**src/rtl/johnson_counter_param_if.sv**
```systemverilog
// Control and status bundle for johnson_counter_param.
// The master drives the controls (en, dir, load, load_idx, div) and the slave drives the counter outputs.
interface johnson_counter_param_if #(
    parameter int WIDTH = 8,
    parameter int DIV_W = 4,
    parameter int IDX_W = $clog2(2*WIDTH)
) ();
    logic             en;
    logic             dir;
    logic             load;
    logic [IDX_W-1:0] load_idx;
    logic [DIV_W-1:0] div;
    logic [WIDTH-1:0] q;
    logic [IDX_W-1:0] idx;
    logic             step;
    logic             wrap;
    logic             illegal;

    modport master (
        output en, dir, load, load_idx, div,
        input  q, idx, step, wrap, illegal
    );

    modport slave (
        input  en, dir, load, load_idx, div,
        output q, idx, step, wrap, illegal
    );
endinterface

```
**src/rtl/johnson_counter_param.sv**
```systemverilog
// Parametrised Johnson counter: prescaled up/down stepping, index load, phase decode, wrap pulse and illegal flag.
// Optional macro JOHNSON_SELFCORRECT_EN: an illegal code is forced back to zero on the next edge.
module johnson_counter_param #(
    parameter int WIDTH = 8,
    parameter int DIV_W = 4,
    parameter int IDX_W = $clog2(2*WIDTH)
) (
    input logic                    clk,
    input logic                    rst_n,
    johnson_counter_param_if.slave bus
);
    localparam int SEQ = 2*WIDTH;

    logic [WIDTH-1:0] q_q, q_d;
    logic [DIV_W-1:0] pre_q, pre_d;
    logic             step_q, step_d;
    logic             wrap_q, wrap_d;
    logic [IDX_W-1:0] idx_c;
    logic             illegal_c;
    logic [WIDTH-1:0] fwd_c, rev_c;
    int               pc;

    // Phase k below WIDTH fills ones from the bottom; above it, zeros fill from the bottom.
    function automatic logic [WIDTH-1:0] code_of(input int k);
        logic [WIDTH-1:0] c;
        for (int i = 0; i < WIDTH; i++) begin
            c[i] = (k <= WIDTH) ? (i < k) : (i >= k - WIDTH);
        end
        return c;
    endfunction

    always_comb begin
        pc = 0;
        for (int i = 0; i < WIDTH; i++) begin
            pc = pc + int'(q_q[i]);
        end
        idx_c     = q_q[WIDTH-1] ? IDX_W'(SEQ - pc) : IDX_W'(pc);
        // A code is legal exactly when re-encoding its decoded phase reproduces it.
        illegal_c = (code_of(int'(idx_c)) != q_q);
        fwd_c     = {q_q[WIDTH-2:0], ~q_q[WIDTH-1]};
        rev_c     = {~q_q[0], q_q[WIDTH-1:1]};
    end

    always_comb begin
        q_d    = q_q;
        pre_d  = pre_q;
        step_d = 1'b0;
        wrap_d = 1'b0;
        if (bus.load) begin
            q_d   = (int'(bus.load_idx) >= SEQ) ? '0 : code_of(int'(bus.load_idx));
            pre_d = '0;
        end
`ifdef JOHNSON_SELFCORRECT_EN
        else if (illegal_c) begin
            q_d   = '0;
            pre_d = '0;
        end
`endif
        else if (bus.en) begin
            // >= lets a shrinking div fire on the very next enabled edge.
            if (pre_q >= bus.div) begin
                pre_d  = '0;
                step_d = 1'b1;
                if (bus.dir) begin
                    q_d    = rev_c;
                    wrap_d = (idx_c == '0);
                end else begin
                    q_d    = fwd_c;
                    wrap_d = (idx_c == IDX_W'(SEQ - 1));
                end
            end else begin
                pre_d = pre_q + 1'b1;
            end
        end
    end

    always_ff @(posedge clk or negedge rst_n) begin
        if (!rst_n) begin
            q_q    <= '0;
            pre_q  <= '0;
            step_q <= 1'b0;
            wrap_q <= 1'b0;
        end else begin
            q_q    <= q_d;
            pre_q  <= pre_d;
            step_q <= step_d;
            wrap_q <= wrap_d;
        end
    end

    assign bus.q       = q_q;
    assign bus.idx     = idx_c;
    assign bus.step    = step_q;
    assign bus.wrap    = wrap_q;
    assign bus.illegal = illegal_c;
endmodule
```
**src/flat_wrapper.sv**
```systemverilog
// flat-port wrapper written by rule: the top's interface ports become plain ports
module johnson_counter_param_flat 
#(
    parameter int WIDTH = 8,
    parameter int DIV_W = 4,
    parameter int IDX_W = $clog2(2*WIDTH)
)
  (clk, rst_n, bus_en, bus_dir, bus_load, bus_load_idx, bus_div, bus_q, bus_idx, bus_step, bus_wrap, bus_illegal);
  johnson_counter_param_if #(.WIDTH(WIDTH), .DIV_W(DIV_W), .IDX_W(IDX_W)) bus_i ();
  input logic clk;
  input logic rst_n;
  input wire logic [$bits(bus_i.en)-1:0] bus_en;
  input wire logic [$bits(bus_i.dir)-1:0] bus_dir;
  input wire logic [$bits(bus_i.load)-1:0] bus_load;
  input wire logic [$bits(bus_i.load_idx)-1:0] bus_load_idx;
  input wire logic [$bits(bus_i.div)-1:0] bus_div;
  output wire logic [$bits(bus_i.q)-1:0] bus_q;
  output wire logic [$bits(bus_i.idx)-1:0] bus_idx;
  output wire logic [$bits(bus_i.step)-1:0] bus_step;
  output wire logic [$bits(bus_i.wrap)-1:0] bus_wrap;
  output wire logic [$bits(bus_i.illegal)-1:0] bus_illegal;
  assign bus_i.en = bus_en;
  assign bus_i.dir = bus_dir;
  assign bus_i.load = bus_load;
  assign bus_i.load_idx = bus_load_idx;
  assign bus_i.div = bus_div;
  assign bus_q = bus_i.q;
  assign bus_idx = bus_i.idx;
  assign bus_step = bus_i.step;
  assign bus_wrap = bus_i.wrap;
  assign bus_illegal = bus_i.illegal;
  johnson_counter_param #(.WIDTH(WIDTH), .DIV_W(DIV_W), .IDX_W(IDX_W)) u_core (.clk(clk), .rst_n(rst_n), .bus(bus_i));
endmodule
```
**config.mk**
```make
export PLATFORM = sky130hd
export DESIGN_NAME = johnson_counter_param_flat
export DESIGN_NICKNAME = d
export VERILOG_FILES = /design/src/rtl/johnson_counter_param_if.sv /design/src/rtl/johnson_counter_param.sv /design/src/flat_wrapper.sv
export SDC_FILE = /design/constraint.sdc
export NUM_CORES = 1
export LEC_CHECK = 0
export CAP_MARGIN = 25
export CORE_UTILIZATION = 55
export CTS_BUF_LIST = sky130_fd_sc_hd__clkbuf_4 sky130_fd_sc_hd__clkbuf_8
export DETAILED_ROUTE_END_ITERATION = 10
export PLACE_DENSITY = 0.81
export SETUP_SLACK_MARGIN = 0.5
export SLEW_MARGIN = 40
export SYNTH_ARGS = -nofsm -noshare
export SYNTH_HDL_FRONTEND = slang
export SYNTH_SLANG_ARGS = --single-unit
```
**constraint.sdc**
```tcl
create_clock -name clk -period 11.1 [get_ports clk]
set_input_delay 2.22 -clock clk [delete_from_list [all_inputs] [get_ports clk]]
set_output_delay 2.22 -clock clk [all_outputs]
set_load 0.005 [all_outputs]
```
* Yosys cells after proc, flatten, opt, wreduce, memory -nomap -nowiden *
Cells that the tools add are included.

storage, ports and cells
  output and inout bits = 15
  register bits = 14
  logic and storage cells = 89
  input port bits = 13

cells by class
  order comparisons = 35
  reductions and logical operators = 4
  equality and inequality tests = 2
  bitwise gates (word level) = 2
  multiplexer cells = 31
  add/sub/neg operators = 11

operators by type and width
  cell                                                    count
  >= comparator 4 x 32 -> 1 bit (first input constant)    8
  >= comparator 3 x 32 -> 1 bit (first input constant)    4
  >= comparator 1 x 32 -> 1 bit (first input constant)    2
  >= comparator 2 x 32 -> 1 bit (first input constant)    2
  < comparator 3 x 4 -> 1 bit (first input constant)      8
  2-to-1 mux 8 bit                                        4
  adder 4 x 2 -> 4 bit                                    6
  2-to-1 mux 1 bit                                        23
  < comparator 1 x 4 -> 1 bit (first input constant)      4
  < comparator 2 x 4 -> 1 bit (first input constant)      4
  2-to-1 mux 4 bit                                        4
  subtractor 4 x 4 -> 5 bit (second input constant)       2
  less-or-equal comparator 4 bit (second input constant)  2
  != test 8 bit                                           1
  adder 4 x 1 -> 4 bit (second input constant)            1
  equality test 4 bit (second input constant)             1
  >= comparator 4 bit                                     1
  logical NOT 4 bit                                       1
  nonzero test 2 bit                                      2
  subtractor 1 x 4 -> 4 bit (first input constant)        1
  adder 1 x 1 -> 2 bit                                    1
  NOT 1 bit                                               2
  AND reduction 2 bit                                     1

* Logic depth before layout (Yosys ltp) *
  word-level depth = 14
  depth in mapped cells = 18
  mapped depth without buffers = 18

* Worst setup path before layout *
Ideal clock, no wire load.

  path type = register to output
  start = register u_core.q_q[0], in the netlist u_core.bus.q[0]
  end = output port bus_illegal
  data required time = 8880 ps
  arrival time = 4282 ps
  stages on the path, launching flop included = 17
  path slack = 4598 ps
  path buffers = 0
  path through = dfrtp_1 > ha_1 > inv_1 > fa_1 > fa_1 > fa_1 > fa_1 > ha_1 > nor2b_1 > xnor2_2 > ha_1 > o21ai_0 > a21o_2 > o2bb2ai_2 > xnor2_1 > a2111oi_4 > nand4_1

between the ends
  cells in the longest elaborated chain, start to end = 13

ends and longest elaborated chain
  item                                                   RTL line                     text
  from (decl)                                            johnson_counter_param.sv:14  logic [WIDTH-1:0] q_q, q_d;
  from (signal assigned)                                 johnson_counter_param.sv:84  q_q <= q_d;
  adder 1 x 1 -> 2 bit                                   johnson_counter_param.sv:35  pc = pc + int'(q_q[i]);
  adder 4 x 2 -> 4 bit (6 in series)                     johnson_counter_param.sv:35
  subtractor 1 x 4 -> 4 bit                              johnson_counter_param.sv:37  idx_c = q_q[WIDTH-1] ? IDX_W'(SEQ - pc) : IDX_W'(pc);
  2-to-1 mux 4 bit                                       johnson_counter_param.sv:37
  subtractor 4 x 4 -> 5 bit                              johnson_counter_param.sv:27  c[i] = (k <= WIDTH) ? (i < k) : (i >= k - WIDTH);
  >= comparator 1 x 32 -> 1 bit (tied with other cells)  johnson_counter_param.sv:27
  2-to-1 mux 1 bit                                       johnson_counter_param.sv:27
  != test 8 bit *                                        johnson_counter_param.sv:39  illegal_c = (code_of(int'(idx_c)) != q_q);
  to (decl)                                              flat_wrapper.sv:21           output wire logic [$bits(bus_i.illegal)-1:0] bus_illegal;

Mark *: on every way between the ends. The rest lies on a longest branch, timed or not.

* Worst setup path after layout *
  start = register u_core.q_q[1], in the netlist u_core.bus.q[1]
  end = output port bus_illegal

Same word-level chain as after synthesis.

==> flow_summary.html <==
<table>
<tr><th>Metric</th><th>Value</th></tr>
<tr><th colspan="2">Setup path</th></tr>
<tr><td>Element type at the critical path end</td><td>primary output</td></tr>
<tr><td>Source of the critical timing path</td><td>u_core.bus.q[1]</td></tr>
<tr><td>CP Launch Type</td><td>flop</td></tr>
<tr><td>Category of the most critical setup path</td><td>reg2out</td></tr>
<tr><td>Origin of the critical flop-to-flop path</td><td>u_core.bus.q[1]</td></tr>
<tr><td>Worst Path Arrival</td><td>between 5 and 6 ns</td></tr>
<tr><td>Data required time of the worst path</td><td>between 8 and 9 ns</td></tr>
<tr><td>Maximum fanout encountered on the critical timing path</td><td>6</td></tr>
<tr><th colspan="2">Yosys</th></tr>
<tr><td>Syn_nets</td><td>252</td></tr>
<tr><td>Cell area after synthesis</td><td>about 1800 um^2</td></tr>
<tr><td>Cell types with the largest area share after synthesis</td><td>sky130_fd_sc_hd__dfrtp_1 (20%), sky130_fd_sc_hd__ha_1 (13%), sky130_fd_sc_hd__inv_1 (4.6%)</td></tr>
<tr><td>Largest area contributor in the netlist</td><td>sky130_fd_sc_hd__dfrtp_1</td></tr>
<tr><td>Synth async-reset ratio</td><td>between 90% and 100%</td></tr>
<tr><td>Synth cell count leaders</td><td>sky130_fd_sc_hd__inv_1 (22), sky130_fd_sc_hd__nand2_1 (22), sky130_fd_sc_hd__ha_1 (18), sky130_fd_sc_hd__nor2_1 (16), sky130_fd_sc_hd__dfrtp_1 (14)</td></tr>
<tr><td>Warnings, synthesis</td><td>0</td></tr>
<tr><td>Number of distinct library cells after synthesis</td><td>48</td></tr>
<tr><td>Number of flops mapped to enable cells by yosys</td><td>0</td></tr>
<tr><td>Post-synth top flop</td><td>sky130_fd_sc_hd__dfrtp_1</td></tr>
<tr><td>Top-area cell type share of the netlist area</td><td>between 15 and 20%</td></tr>
<tr><td>FF+latch count, synth</td><td>14</td></tr>
<tr><td>Synth Instances</td><td>between 200 and 250</td></tr>
<tr><td>Per-instance average area after synthesis</td><td>between 8 and 9 um^2</td></tr>
<tr><td>Sequential fraction of the synthesis area</td><td>between 10% and 20%</td></tr>
<tr><th colspan="2">Die</th></tr>
<tr><td>Placeable core region</td><td>just over 3000 um^2</td></tr>
<tr><td>Num rows</td><td>20</td></tr>
<tr><td>Initial Util</td><td>about three fifths</td></tr>
<tr><td>Overall die height</td><td>58.9 um</td></tr>
<tr><td>Width of the chip</td><td>between 50 and 60 um</td></tr>
<tr><td>Top-level I/O count</td><td>28</td></tr>
<tr><td>Die area</td><td>approximately 3500 um^2</td></tr>
<tr><th colspan="2">STA</th></tr>
<tr><td>Worst-case headroom to the max-slew limit</td><td>a little under half</td></tr>
<tr><td>Worst Clk Skew</td><td>about 0.0059 ns</td></tr>
<tr><td>Fin crit period</td><td>between 7 and 8 ns</td></tr>
<tr><td>Worst-margin pin slew</td><td>about 0.79 ns</td></tr>
<tr><td>Final cycle utilization of the critical path</td><td>about 67%</td></tr>
<tr><td>Number of slew-limit violations in the final report</td><td>0</td></tr>
<tr><td>Sum Neg Setup Slack</td><td>0 ns</td></tr>
<tr><td>Number of failing setup endpoints in the final timing report</td><td>0</td></tr>
<tr><td>Hold violation total from the final report</td><td>0</td></tr>
<tr><td>Maximum clock frequency</td><td>0.133 GHz</td></tr>
<tr><td>RSZ-0062 raised after global routing</td><td>false</td></tr>
<tr><td>PnR worst setup slack</td><td>3.61 ns</td></tr>
<tr><th colspan="2">Cells and area</th></tr>
<tr><td>Fraction of final layout cells with drive strength greater than 1</td><td>6.28%</td></tr>
<tr><td>Number of fillers in the final layout</td><td>roughly 260</td></tr>
<tr><td>Area overhead of the layout relative to synthesis</td><td>17.8%</td></tr>
<tr><td>Number of nets in the layout</td><td>275</td></tr>
<tr><td>Diodes inserted</td><td>0</td></tr>
<tr><th colspan="2">Job</th></tr>
<tr><td>Count of maximum capacitance violations</td><td>0</td></tr>
<tr><th colspan="2">Global routing</th></tr>
<tr><td>Antenna violations before repair</td><td>0</td></tr>
<tr><td>Global-route wire length before repair</td><td>between 6000 and 7000 um</td></tr>
<tr><td>Pin count of the biggest net entering global routing</td><td>22</td></tr>
<tr><td>GR Util All Layers</td><td>around 24%</td></tr>
<tr><td>Sum of overflow across all layers after global routing</td><td>0</td></tr>
<tr><td>Vias in the first global route</td><td>around 1400</td></tr>
<tr><th colspan="2">Power and ir drop</th></tr>
<tr><td>Switch Pwr</td><td>0.283 mW</td></tr>
<tr><td>Power Internal</td><td>between 0.2 and 0.3 mW</td></tr>
<tr><td>Static power due to leakage</td><td>0.923 nW</td></tr>
<tr><td>Power per cell area</td><td>about 280 nW/um^2</td></tr>
<tr><td>Clock network power share</td><td>~6.5%</td></tr>
<tr><td>Share of power burned in registers</td><td>between 10% and 20%</td></tr>
<tr><td>Fraction of power spent switching nets</td><td>between 40% and 50%</td></tr>
<tr><td>Power share of the combinational group</td><td>between 80% and 90%</td></tr>
<tr><td>Worst vdd rail ir drop</td><td>roughly 0.18 mV</td></tr>
<tr><th colspan="2">Clock network</th></tr>
<tr><td>Post CTS Setup Buffer Count</td><td>0</td></tr>
<tr><td>TritonCTS Buffers</td><td>3</td></tr>
<tr><td>Cell at the root of the clock tree</td><td>sky130_fd_sc_hd__clkbuf_4</td></tr>
<tr><td>Maximum number of buffers from clock root to sink</td><td>2</td></tr>
<tr><td>Clock slew at reported path FFs</td><td>around 0.090 ns</td></tr>
<tr><td>Number of gates resized after cts</td><td>0</td></tr>
<tr><td>CTS Sinks</td><td>14</td></tr>
<tr><td>Clock tree from TritonCTS</td><td>yes</td></tr>
<tr><td>Clock insertion delay at the later pin of the skew report</td><td>~0.28 ns</td></tr>
<tr><td>Post-CTS Hold Fix Bufs</td><td>0</td></tr>
<tr><td>H-tree depth</td><td>1</td></tr>
<tr><th colspan="2">Detailed routing</th></tr>
<tr><td>Detail-routed net length per standard cell</td><td>about 13 um</td></tr>
<tr><td>Drt initial violations</td><td>79</td></tr>
<tr><td>Remaining antenna violation count</td><td>0</td></tr>
<tr><td>Count of TritonRoute iterations in the first routing pass</td><td>5</td></tr>
<tr><td>WL final</td><td>3780 um</td></tr>
<tr><td>Via total after detailed routing</td><td>between 1500 and 2000</td></tr>
<tr><td>Average via count per standard cell</td><td>roughly 5.6</td></tr>
<tr><td>Post-route DRC</td><td>0</td></tr>
<tr><th colspan="2">Place</th></tr>
<tr><td>Pre-CTS setup slack</td><td>between 3 and 4 ns</td></tr>
<tr><td>HPWL after detailed placement</td><td>2980 um</td></tr>
<tr><td>Routability Congestion</td><td>roughly 0.92</td></tr>
<tr><td>Quantity of I/O buffers inserted on ports</td><td>27</td></tr>
<tr><th colspan="2">Worst hold path</th></tr>
<tr><td>Beginning of the worst hold path</td><td>u_core.pre_q[3]</td></tr>
<tr><td>Type of the most critical hold path</td><td>reg2reg</td></tr>
<tr><th colspan="2">Run status</th></tr>
<tr><td>Result of the run</td><td>completed</td></tr>
</table>
==> per-layer routing <==
| metal | part of all wire (%) | routed length (um) | vias up | GRT usage, % |
|---|---|---|---|---|
| li1 | - | - | 810 | - |
| met1 | 51 | 1910 | 735 | 36.8 |
| met2 | 44 | 1650 | 42 | 36.7 |
| met3 | 5.8 | 219 | 0 | 5.05 |
| met4 | 0 | 0 | 0 | 1.70 |
| met5 | 0 | 0 | - | 0 |
==> path summary, 6_finish.rpt <==
check                                  end  slack (ns)  cells after the start
min in group asynchronous  u_core.bus.q[1]        2.33                      1
hold / removal             u_core.pre_q[3]        0.54                      2
setup / recovery               bus_illegal        3.61                     17
max in group asynchronous  u_core.bus.q[5]        8.36                      1
hold reg to reg            u_core.pre_q[3]        0.54                      2
setup reg to reg           u_core.bus.wrap        6.65                     14
==> cells in the final DEF, fill, tap and decap left out, types with 3 or more instances in the layout <==
| master | count |
|---|---|
| sky130_fd_sc_hd__nand2_1 | 22 |
| sky130_fd_sc_hd__ha_1 | 18 |
| sky130_fd_sc_hd__o21ai_0 | 12 |
| sky130_fd_sc_hd__a211oi_1 | 4 |
| sky130_fd_sc_hd__clkdlybuf4s50_1 | 27 |
| sky130_fd_sc_hd__xnor2_1 | 9 |
| sky130_fd_sc_hd__mux2i_1 | 8 |
| sky130_fd_sc_hd__o31ai_1 | 5 |
| sky130_fd_sc_hd__a21oi_1 | 10 |
| sky130_fd_sc_hd__clkbuf_4 | 3 |
| sky130_fd_sc_hd__inv_1 | 22 |
| sky130_fd_sc_hd__nor2_1 | 16 |
| sky130_fd_sc_hd__nor2b_1 | 7 |
| sky130_fd_sc_hd__nor3_1 | 4 |
| sky130_fd_sc_hd__dfrtp_1 | 14 |
| sky130_fd_sc_hd__nand3_1 | 9 |
| sky130_fd_sc_hd__fa_1 | 4 |
| sky130_fd_sc_hd__nand2b_1 | 5 |
==> area by class of cell <==
cell class	count	area, um^2	area share, %
repair buffers	27	270	12.9
well taps	44	55.1	2.63
inverters	22	82.6	3.94
clock buffers	4	36.3	1.73
flip-flops and latches	14	350	16.7
multi-input cells	172	1300	62.1
==> per-stage QoR <==
stage          utilization (%)  hold slack (ns)  total power, mW  cells  area, um^2
2_1_floorplan                -            0.513            0.427    217        1780
3_3_place_gp              67.5            0.530            0.531    279        2060
3_5_place_dp              67.5            0.539            0.535    279        2060
4_1_cts                   68.7            0.550            0.575    283        2100
5_1_grt                   68.7            0.573            0.631    283        2100
6_report                  68.7            0.545            0.577    283        2100
==> registers in the layout, indices dropped and copies added, names as in the netlist <==
signal	count
u_core.pre_q	4
u_core.bus.step	1
u_core.bus.wrap	1
u_core.bus.q	8
==> worst max-delay path, stage by stage (launching register included) <==
cell                              delay (ns)
sky130_fd_sc_hd__dfrtp_1                0.46
sky130_fd_sc_hd__ha_1                   0.30
sky130_fd_sc_hd__inv_1                  0.04
sky130_fd_sc_hd__fa_1                   0.49
sky130_fd_sc_hd__fa_1                   0.42
sky130_fd_sc_hd__fa_1                   0.43
sky130_fd_sc_hd__fa_1                   0.52
sky130_fd_sc_hd__ha_1                   0.26
sky130_fd_sc_hd__nor2b_1                0.19
sky130_fd_sc_hd__xnor2_2                0.18
sky130_fd_sc_hd__ha_1                   0.30
sky130_fd_sc_hd__o21ai_0                0.12
sky130_fd_sc_hd__a21o_2                 0.23
sky130_fd_sc_hd__o2bb2ai_2              0.12
sky130_fd_sc_hd__xnor2_1                0.16
sky130_fd_sc_hd__a2111oi_4              0.20
sky130_fd_sc_hd__nand4_1                0.11
sky130_fd_sc_hd__clkdlybuf4s50_1        0.46
==> cell families after synthesis <==
kind of cell | after synthesis | share of synthesized area (%)
AO/OA/AOI/OAI | 57 | 23.6
XOR/XNOR | 13 | 8.08
adder cells (fa/ha/maj) | 22 | 17.1
buffers and inverters | 31 | 7.17
flip-flops | 14 | 19.7
multiplexers | 10 | 5.76
AND/OR/NAND/NOR | 70 | 18.6
==> power by group through the flow <==
stage | clock network [mW] | registers, mW | logic [mW]
5_1_grt | 0.0403 | 0.0660 | 0.525
6_report | 0.0373 | 0.0652 | 0.475
3_5_place_dp | 0 | 0.0659 | 0.469
3_3_place_gp | 0 | 0.0656 | 0.465
4_1_cts | 0.0376 | 0.0650 | 0.472
2_1_floorplan | 0 | 0.0620 | 0.365
Power figures use the tool's default switching activity.
